===== src/rtl/cpu_phase_pkg.sv =====
// Shared phase encodings and width constant for the CPU phase controller.
// Performance counters in cpu_phase_ctrl are built only when CPU_PHASE_PERF_EN is defined.
package cpu_phase_pkg;

  localparam int PHASE_W = 3;

  typedef enum logic [PHASE_W-1:0] {
    IDLE   = 3'd0,
    FETCH  = 3'd1,
    DECODE = 3'd2,
    EXEC   = 3'd3,
    MEM    = 3'd4,
    WB     = 3'd5,
    ERR    = 3'd6
  } phase_e;

  // IDLE and ERR are the only phases that are not working on an instruction.
  function automatic logic is_busy(input phase_e p);
    return (p != IDLE) && (p != ERR);
  endfunction

endpackage


===== src/rtl/cpu_phase_wait_timer.sv =====
// Memory-wait counter: cleared on entry to a waiting phase, counts not-ready cycles,
// and flags expiry on the not-ready cycle that brings the count to MEM_TIMEOUT.
module wait_timer #(
  parameter int WAIT_W      = 4,
  parameter int MEM_TIMEOUT = 15
) (
  input  logic clk,
  input  logic rst,
  input  logic clr,
  input  logic cnt_en,
  output logic expired
);

  localparam logic [WAIT_W:0]   LIMIT    = (WAIT_W+1)'(MEM_TIMEOUT);
  localparam logic [WAIT_W-1:0] WAIT_ONE = WAIT_W'(1);

  logic [WAIT_W-1:0] count_q;
  logic [WAIT_W:0]   count_inc;

  assign count_inc = {1'b0, count_q} + {1'b0, WAIT_ONE};

  always_ff @(posedge clk) begin
    if (rst) begin
      count_q <= '0;
    end else if (clr) begin
      count_q <= '0;
    end else if (cnt_en) begin
      count_q <= count_q + WAIT_ONE;
    end
  end

  // Looking at the incremented value lets the controller leave on the cycle the limit is hit.
  assign expired = cnt_en && (count_inc == LIMIT);

endmodule


===== src/rtl/cpu_phase_ctrl.sv =====
// Multi-cycle CPU phase sequencer (FETCH/DECODE/EXEC/MEM/WB) with memory-wait timeout.
// Define CPU_PHASE_PERF_EN to build the cycle_cnt/stall_cnt performance counters.
module cpu_phase_ctrl
  import cpu_phase_pkg::*;
#(
  parameter int CNT_W       = 32,
  parameter int WAIT_W      = 4,
  parameter int MEM_TIMEOUT = 15
) (
  input  logic               clk,
  input  logic               rst,
  input  logic               run,
  input  logic               imem_ready,
  input  logic               dmem_ready,
  input  logic               is_load,
  input  logic               is_store,
  input  logic               reg_wr,
  output logic [PHASE_W-1:0] phase,
  output logic               busy,
  output logic               pc_en,
  output logic               ir_en,
  output logic               mem_rd_en,
  output logic               mem_wr_en,
  output logic               reg_wr_en,
  output logic               timeout_err,
  output logic [CNT_W-1:0]   instr_cnt,
  output logic [CNT_W-1:0]   cycle_cnt,
  output logic [CNT_W-1:0]   stall_cnt
);

  localparam logic [CNT_W-1:0] CNT_ONE = CNT_W'(1);

  phase_e           state_q, state_d;
  logic             load_q, store_q, reg_wr_q;
  logic             timeout_q, timeout_d;
  logic [CNT_W-1:0] instr_q;

  logic wait_clr, wait_en, wait_expired;
  logic ir_s, rd_s, wr_s, pc_s, rw_s;

  // Count only while the ready signal the current phase depends on is low.
  assign wait_en = ((state_q == FETCH) && !imem_ready) ||
                   ((state_q == MEM)   && !dmem_ready);

  assign wait_clr = ((state_d == FETCH) && (state_q != FETCH)) ||
                    ((state_d == MEM)   && (state_q != MEM));

  wait_timer #(
    .WAIT_W     (WAIT_W),
    .MEM_TIMEOUT(MEM_TIMEOUT)
  ) u_wait_timer (
    .clk    (clk),
    .rst    (rst),
    .clr    (wait_clr),
    .cnt_en (wait_en),
    .expired(wait_expired)
  );

  always_comb begin
    state_d   = state_q;
    timeout_d = timeout_q;
    ir_s      = 1'b0;
    rd_s      = 1'b0;
    wr_s      = 1'b0;
    pc_s      = 1'b0;
    rw_s      = 1'b0;
    unique case (state_q)
      IDLE: begin
        if (run) state_d = FETCH;
      end
      FETCH: begin
        if (imem_ready) begin
          ir_s    = 1'b1;
          state_d = DECODE;
        end else if (wait_expired) begin
          state_d   = ERR;
          timeout_d = 1'b1;
        end
      end
      DECODE: state_d = EXEC;
      EXEC:   state_d = (load_q || store_q) ? MEM : WB;
      MEM: begin
        // A store wins if decode flagged both.
        wr_s = store_q;
        rd_s = load_q && !store_q;
        if (dmem_ready) begin
          state_d = WB;
        end else if (wait_expired) begin
          state_d   = ERR;
          timeout_d = 1'b1;
        end
      end
      WB: begin
        pc_s    = 1'b1;
        rw_s    = reg_wr_q && !store_q;
        state_d = run ? FETCH : IDLE;
      end
      ERR:     state_d = ERR;
      default: state_d = IDLE;
    endcase
  end

  always_ff @(posedge clk) begin
    if (rst) begin
      state_q   <= IDLE;
      timeout_q <= 1'b0;
      load_q    <= 1'b0;
      store_q   <= 1'b0;
      reg_wr_q  <= 1'b0;
      instr_q   <= '0;
    end else begin
      state_q   <= state_d;
      timeout_q <= timeout_d;
      if (state_q == DECODE) begin
        load_q   <= is_load;
        store_q  <= is_store;
        reg_wr_q <= reg_wr;
      end
      if (state_q == WB) instr_q <= instr_q + CNT_ONE;
    end
  end

  // Strobes are masked by reset so they drop in the reset cycle itself.
  assign ir_en       = ir_s && !rst;
  assign mem_rd_en   = rd_s && !rst;
  assign mem_wr_en   = wr_s && !rst;
  assign pc_en       = pc_s && !rst;
  assign reg_wr_en   = rw_s && !rst;
  assign phase       = state_q;
  assign busy        = is_busy(state_q);
  assign timeout_err = timeout_q;
  assign instr_cnt   = instr_q;

`ifdef CPU_PHASE_PERF_EN
  logic [CNT_W-1:0] cycle_q, stall_q;

  always_ff @(posedge clk) begin
    if (rst) begin
      cycle_q <= '0;
      stall_q <= '0;
    end else begin
      if (busy)    cycle_q <= cycle_q + CNT_ONE;
      if (wait_en) stall_q <= stall_q + CNT_ONE;
    end
  end

  assign cycle_cnt = cycle_q;
  assign stall_cnt = stall_q;
`else
  assign cycle_cnt = '0;
  assign stall_cnt = '0;
`endif

endmodule


===== config.mk =====
export PLATFORM = sky130hd
export DESIGN_NAME = cpu_phase_ctrl
export DESIGN_NICKNAME = d
export VERILOG_FILES = /design/src/rtl/cpu_phase_pkg.sv /design/src/rtl/cpu_phase_wait_timer.sv /design/src/rtl/cpu_phase_ctrl.sv
export SDC_FILE = /design/constraint.sdc
export NUM_CORES = 1
export LEC_CHECK = 0
export ABC_AREA = 1
export BUFFER_PORTS_ARGS = -buffer_cell sky130_fd_sc_hd__buf_2
export CORE_MARGIN = 10
export CORE_UTILIZATION = 25
export DETAILED_ROUTE_END_ITERATION = 8
export PLACE_DENSITY = 0.56
export SYNTH_ARGS = -nofsm -noshare
export SYNTH_HDL_FRONTEND = slang
export SYNTH_SLANG_ARGS = --single-unit

===== constraint.sdc =====
create_clock -name clk -period 2.31 [get_ports clk]
set_input_delay 0 -clock clk [delete_from_list [all_inputs] [get_ports clk]]
set_output_delay 0 -clock clk [all_outputs]
set_load 0.03 [all_outputs]

==> reports/qor.csv <==
stage;metric;value;unit
yosys;async_reset_ff_share;0;%
finish;layout_commonest_cell;nand2_1;
yosys;synth-main-ff-cell;dfxtp_1;
pwr;p_int;0.00133;W
sta;slew_violations;0;
setup_path;rrSetupSlack;430;ps
yosys;synth_area;2960;um^2
route;viasPerCell;4.17;
sta;timing.final.crit_share;81.2;%
place;post-dp-hpwl;6.45;mm
global_route;grt_pass1_vias;2650;
setup_path;path_cells;ha_1 > inv_1 > nor4_1 > nand4_1 > o21ai_0 > a21oi_1;
route;drt-total-wl;7.85;mm
setup_path;arrival;2050;ps
sta;post-route-min-period;1880;ps
yosys;synth_simple_gate_area_share;32.9;%
global_route;use_met3;3.33;%
min_path;min_path_type;input pin to flop;
yosys;netlist_instances;430;
clock_network;cts_sinks;43;
floorplan;core;11500;um^2
global_route;grt_util_met2;16.3;%
sta;finClkSkew;5.15;ps
sta;max_slew_margin;54.8;%
setup_path;reg2reg_depth;6;
clock_network;cts_tree;done;
yosys;ys_ff_latch;43;
sta;tightestPinTransition;677;ps
route;routedWlPerCell;12.6;um
floorplan;boundaryPins;114;
sta;setup_tns;0;ps
run;maxCapViolations;0;
clock_network;cts.path.max_buffers;2;
place;portBuffers;49;
setup_path;crit_path_start_kind;flop;
yosys;synth_compound_area_share;8.72;%
yosys;synthAdderAreaFrac;1.27;%
route;drtPass1Iterations;4;
floorplan;initial_core_util;25.7;%
setup_path;rr_endpoint;instr_cnt[14]$_SDFFE_PP0N_;
pwr;seqPwrFrac;40.9;%
yosys;synth.largest_area_cell;dfxtp_1;
sta;fmax;533;MHz
global_route;track_usage;9.14;%
sta;rsz0062_at_grt;no;
yosys;synth_mux_area_share;0;%
status;outcome;completed;
pwr;irDropWorstVdd;0.418;mV
place;gp_congestion;0.879;
finish;diodes;0;
yosys;seq_area_frac_synth;29.1;%
finish;syn_to_final_growth;11.8;%
pwr;power.density;566;nW/um^2
min_path;hold_depth;3;
clock_network;clk_pin_slew;60;ps
sta;setup_viol;0;
setup_path;critPathRequiredTime;2480;ps
clock_network;clock_latency;280;ps
setup_path;cp_slowest_cell;nor4_1;
sta;final-hold-violation-count;0;
route;drtAntennaViolNets;0;
pwr;cellLeakagePower;1.47;nW
yosys;ys_top_cells_by_area;dfxtp_1 (29%), buf_4 (16%), nand2_1 (9.1%), inv_1 (6.9%), nor2_1 (6.1%);
min_path;min_from;is_store;
pwr;switching_share;28.8;%
global_route;grt_max_degree;27;
floorplan;rows;39;
min_path;worstHoldEndpoint;store_q$_SDFFE_PP0P_;
yosys;yosys.cell_types.count;34;
yosys;synth_xor_area_share;3.56;%
route;vias;2604;
floorplan;die_w;129;um
global_route;grt_pass1_wl;12.6;mm
setup_path;critPathKind;flop to flop;
setup_path;r2r_start;instr_cnt[0]$_SDFFE_PP0N_;
sta;worst_slack;434;ps
setup_path;worst_path_largest_cell_delay;530;ps
global_route;grt_antenna_before_repair;0;
pwr;clkPwrFrac;44.5;%
clock_network;post_cts_buffers;0;
place;post-place-ws;496;ps
clock_network;cts_made_buffers;5;
route;drt-initial-drc-count;143;
yosys;yosysTopAreaCellShare;29.1;%
floorplan;fp.dieH;129;um
yosys;yosys_warnings;0;
pwr;pwr-share-comb;14.6;%
finish;final_cell_mix;nand2_1 (72), conb_1 (64), inv_1 (54);
yosys;syn-mean-instance-area;6.87;um^2
setup_path;critPathMaxFanout;5;
finish;fin_util;28.7;%
global_route;busiest_layer;met2;
clock_network;htree_levels;2;
finish;nets;492;
global_route;gr-total-overflow;0;
route;drc;0;
pwr;net-switching-power;0.000537;W
yosys;synth_edf_count;0;
global_route;use_met1;10.4;%
finish;drive_gt1_share;17.2;%
clock_network;cts_root_buffer;clkbuf_16;
yosys;synth_top_family_by_area;simple AND/OR/NAND/NOR gates;
setup_path;endpoint_kind;flop;
floorplan;die_area;16600;um^2
flip-flops by register name, indices dropped and copies added (netlist names):
| register | count |
|---|---|
| load_q | 1 |
| u_wait_timer.count_q | 4 |
| store_q | 1 |
| phase | 3 |
| instr_cnt | 32 |
| reg_wr_q | 1 |
| timeout_err | 1 |
worst max-delay path by stage:
| stage | start | to | slack [ps] |
|---|---|---|---|
| 2_1_floorplan | instr_cnt[0]$_SDFFE_PP0N_ | instr_cnt[20]$_SDFFE_PP0N_ | 480 |
| 3_5_place_dp | instr_cnt[0]$_SDFFE_PP0N_ | instr_cnt[20]$_SDFFE_PP0N_ | 500 |
| 5_1_grt | instr_cnt[0]$_SDFFE_PP0N_ | instr_cnt[12]$_SDFFE_PP0N_ | 230 |
| 4_1_cts | instr_cnt[0]$_SDFFE_PP0N_ | instr_cnt[14]$_SDFFE_PP0N_ | 470 |
| 6_report | instr_cnt[0]$_SDFFE_PP0N_ | instr_cnt[14]$_SDFFE_PP0N_ | 430 |
| 3_3_place_gp | instr_cnt[0]$_SDFFE_PP0N_ | instr_cnt[14]$_SDFFE_PP0N_ | 580 |
worst max-delay path, delay by kind of cell (launching register included):
family                     cells  cell delay, ps
adders and majority gates      1             210
DFF                            1             410
AOI/OAI and AO/OA              2             270
buffers and inverters          1             120
and+or+nand+nor                2             750
stage by stage:
step           instances  hold WS (ps)  total power, W  cell area [um^2]
6_report             625          9.82         0.00187              3300
2_1_floorplan        493           165         0.00110              3190
3_5_place_dp         616           283         0.00105              3120
5_1_grt              625          15.7         0.00195              3300
3_3_place_gp         616           279         0.00104              3120
4_1_cts              625          1.07         0.00189              3300
layer usage:
layer | vias to the layer above | share of wire [%]
met5 | - | 0
met3 | 5 | 10
met2 | 89 | 48
met1 | 1165 | 41
li1 | 1345 | -
met4 | 0 | 0.48
cell families after synthesis:
| group | Yosys count |
|---|---|
| AO/OA/AOI/OAI | 50 |
| XOR/XNOR | 12 |
| adder cells (fa/ha/maj) | 3 |
| buffers and inverters | 127 |
| flip-flops | 43 |
| other | 1 |
| AND/OR/NAND/NOR | 194 |
area by class of cell:
cell class | count | area, um^2
well taps | 143 | 179
flip-flops and latches | 43 | 861
clock buffers | 6 | 139
clock inverters | 2 | 35.0
fillers | 1301 | 8210
repair buffers | 51 | 263
multi-input cells | 323 | 1610
inverters | 57 | 214
power by group through the flow:
stage / Sequential, W / Combinational (W) / Clock [W]
after floorplan: 0.000786 / 0.000312 / 0
after global placement: 0.000780 / 0.000265 / 0
after detailed placement: 0.000780 / 0.000268 / 0
after CTS: 0.000764 / 0.000269 / 0.000859
after global routing: 0.000765 / 0.000296 / 0.000889
final: 0.000764 / 0.000273 / 0.000831
cells in the mapped netlist (2+ instances only):
cell type   n
a21oi_1    29
and3_1      2
buf_4      64
clkbuf_1    5
dfxtp_1    43
ha_1        3
inv_1      54
inv_2       2
nand2_1    72
nand2_2     3
nand3_1    22
nand3_2     3
nand3_4     3
nand3b_1    2
nand4_1     9
nor2_1     48
nor2_2      2
nor2_4      4
nor3_1     15
nor3_2      3
nor4_1      2
o21ai_0    17
o21ai_1     2
xnor2_1     7
xor2_1      5
repair_timing:
item,4_1_cts,5_1_grt
endpoints found under the hold margin,1,0
resized for setup,0,0
hold buffers,1,0
No activity file was read; power rests on OpenSTA's default activity.
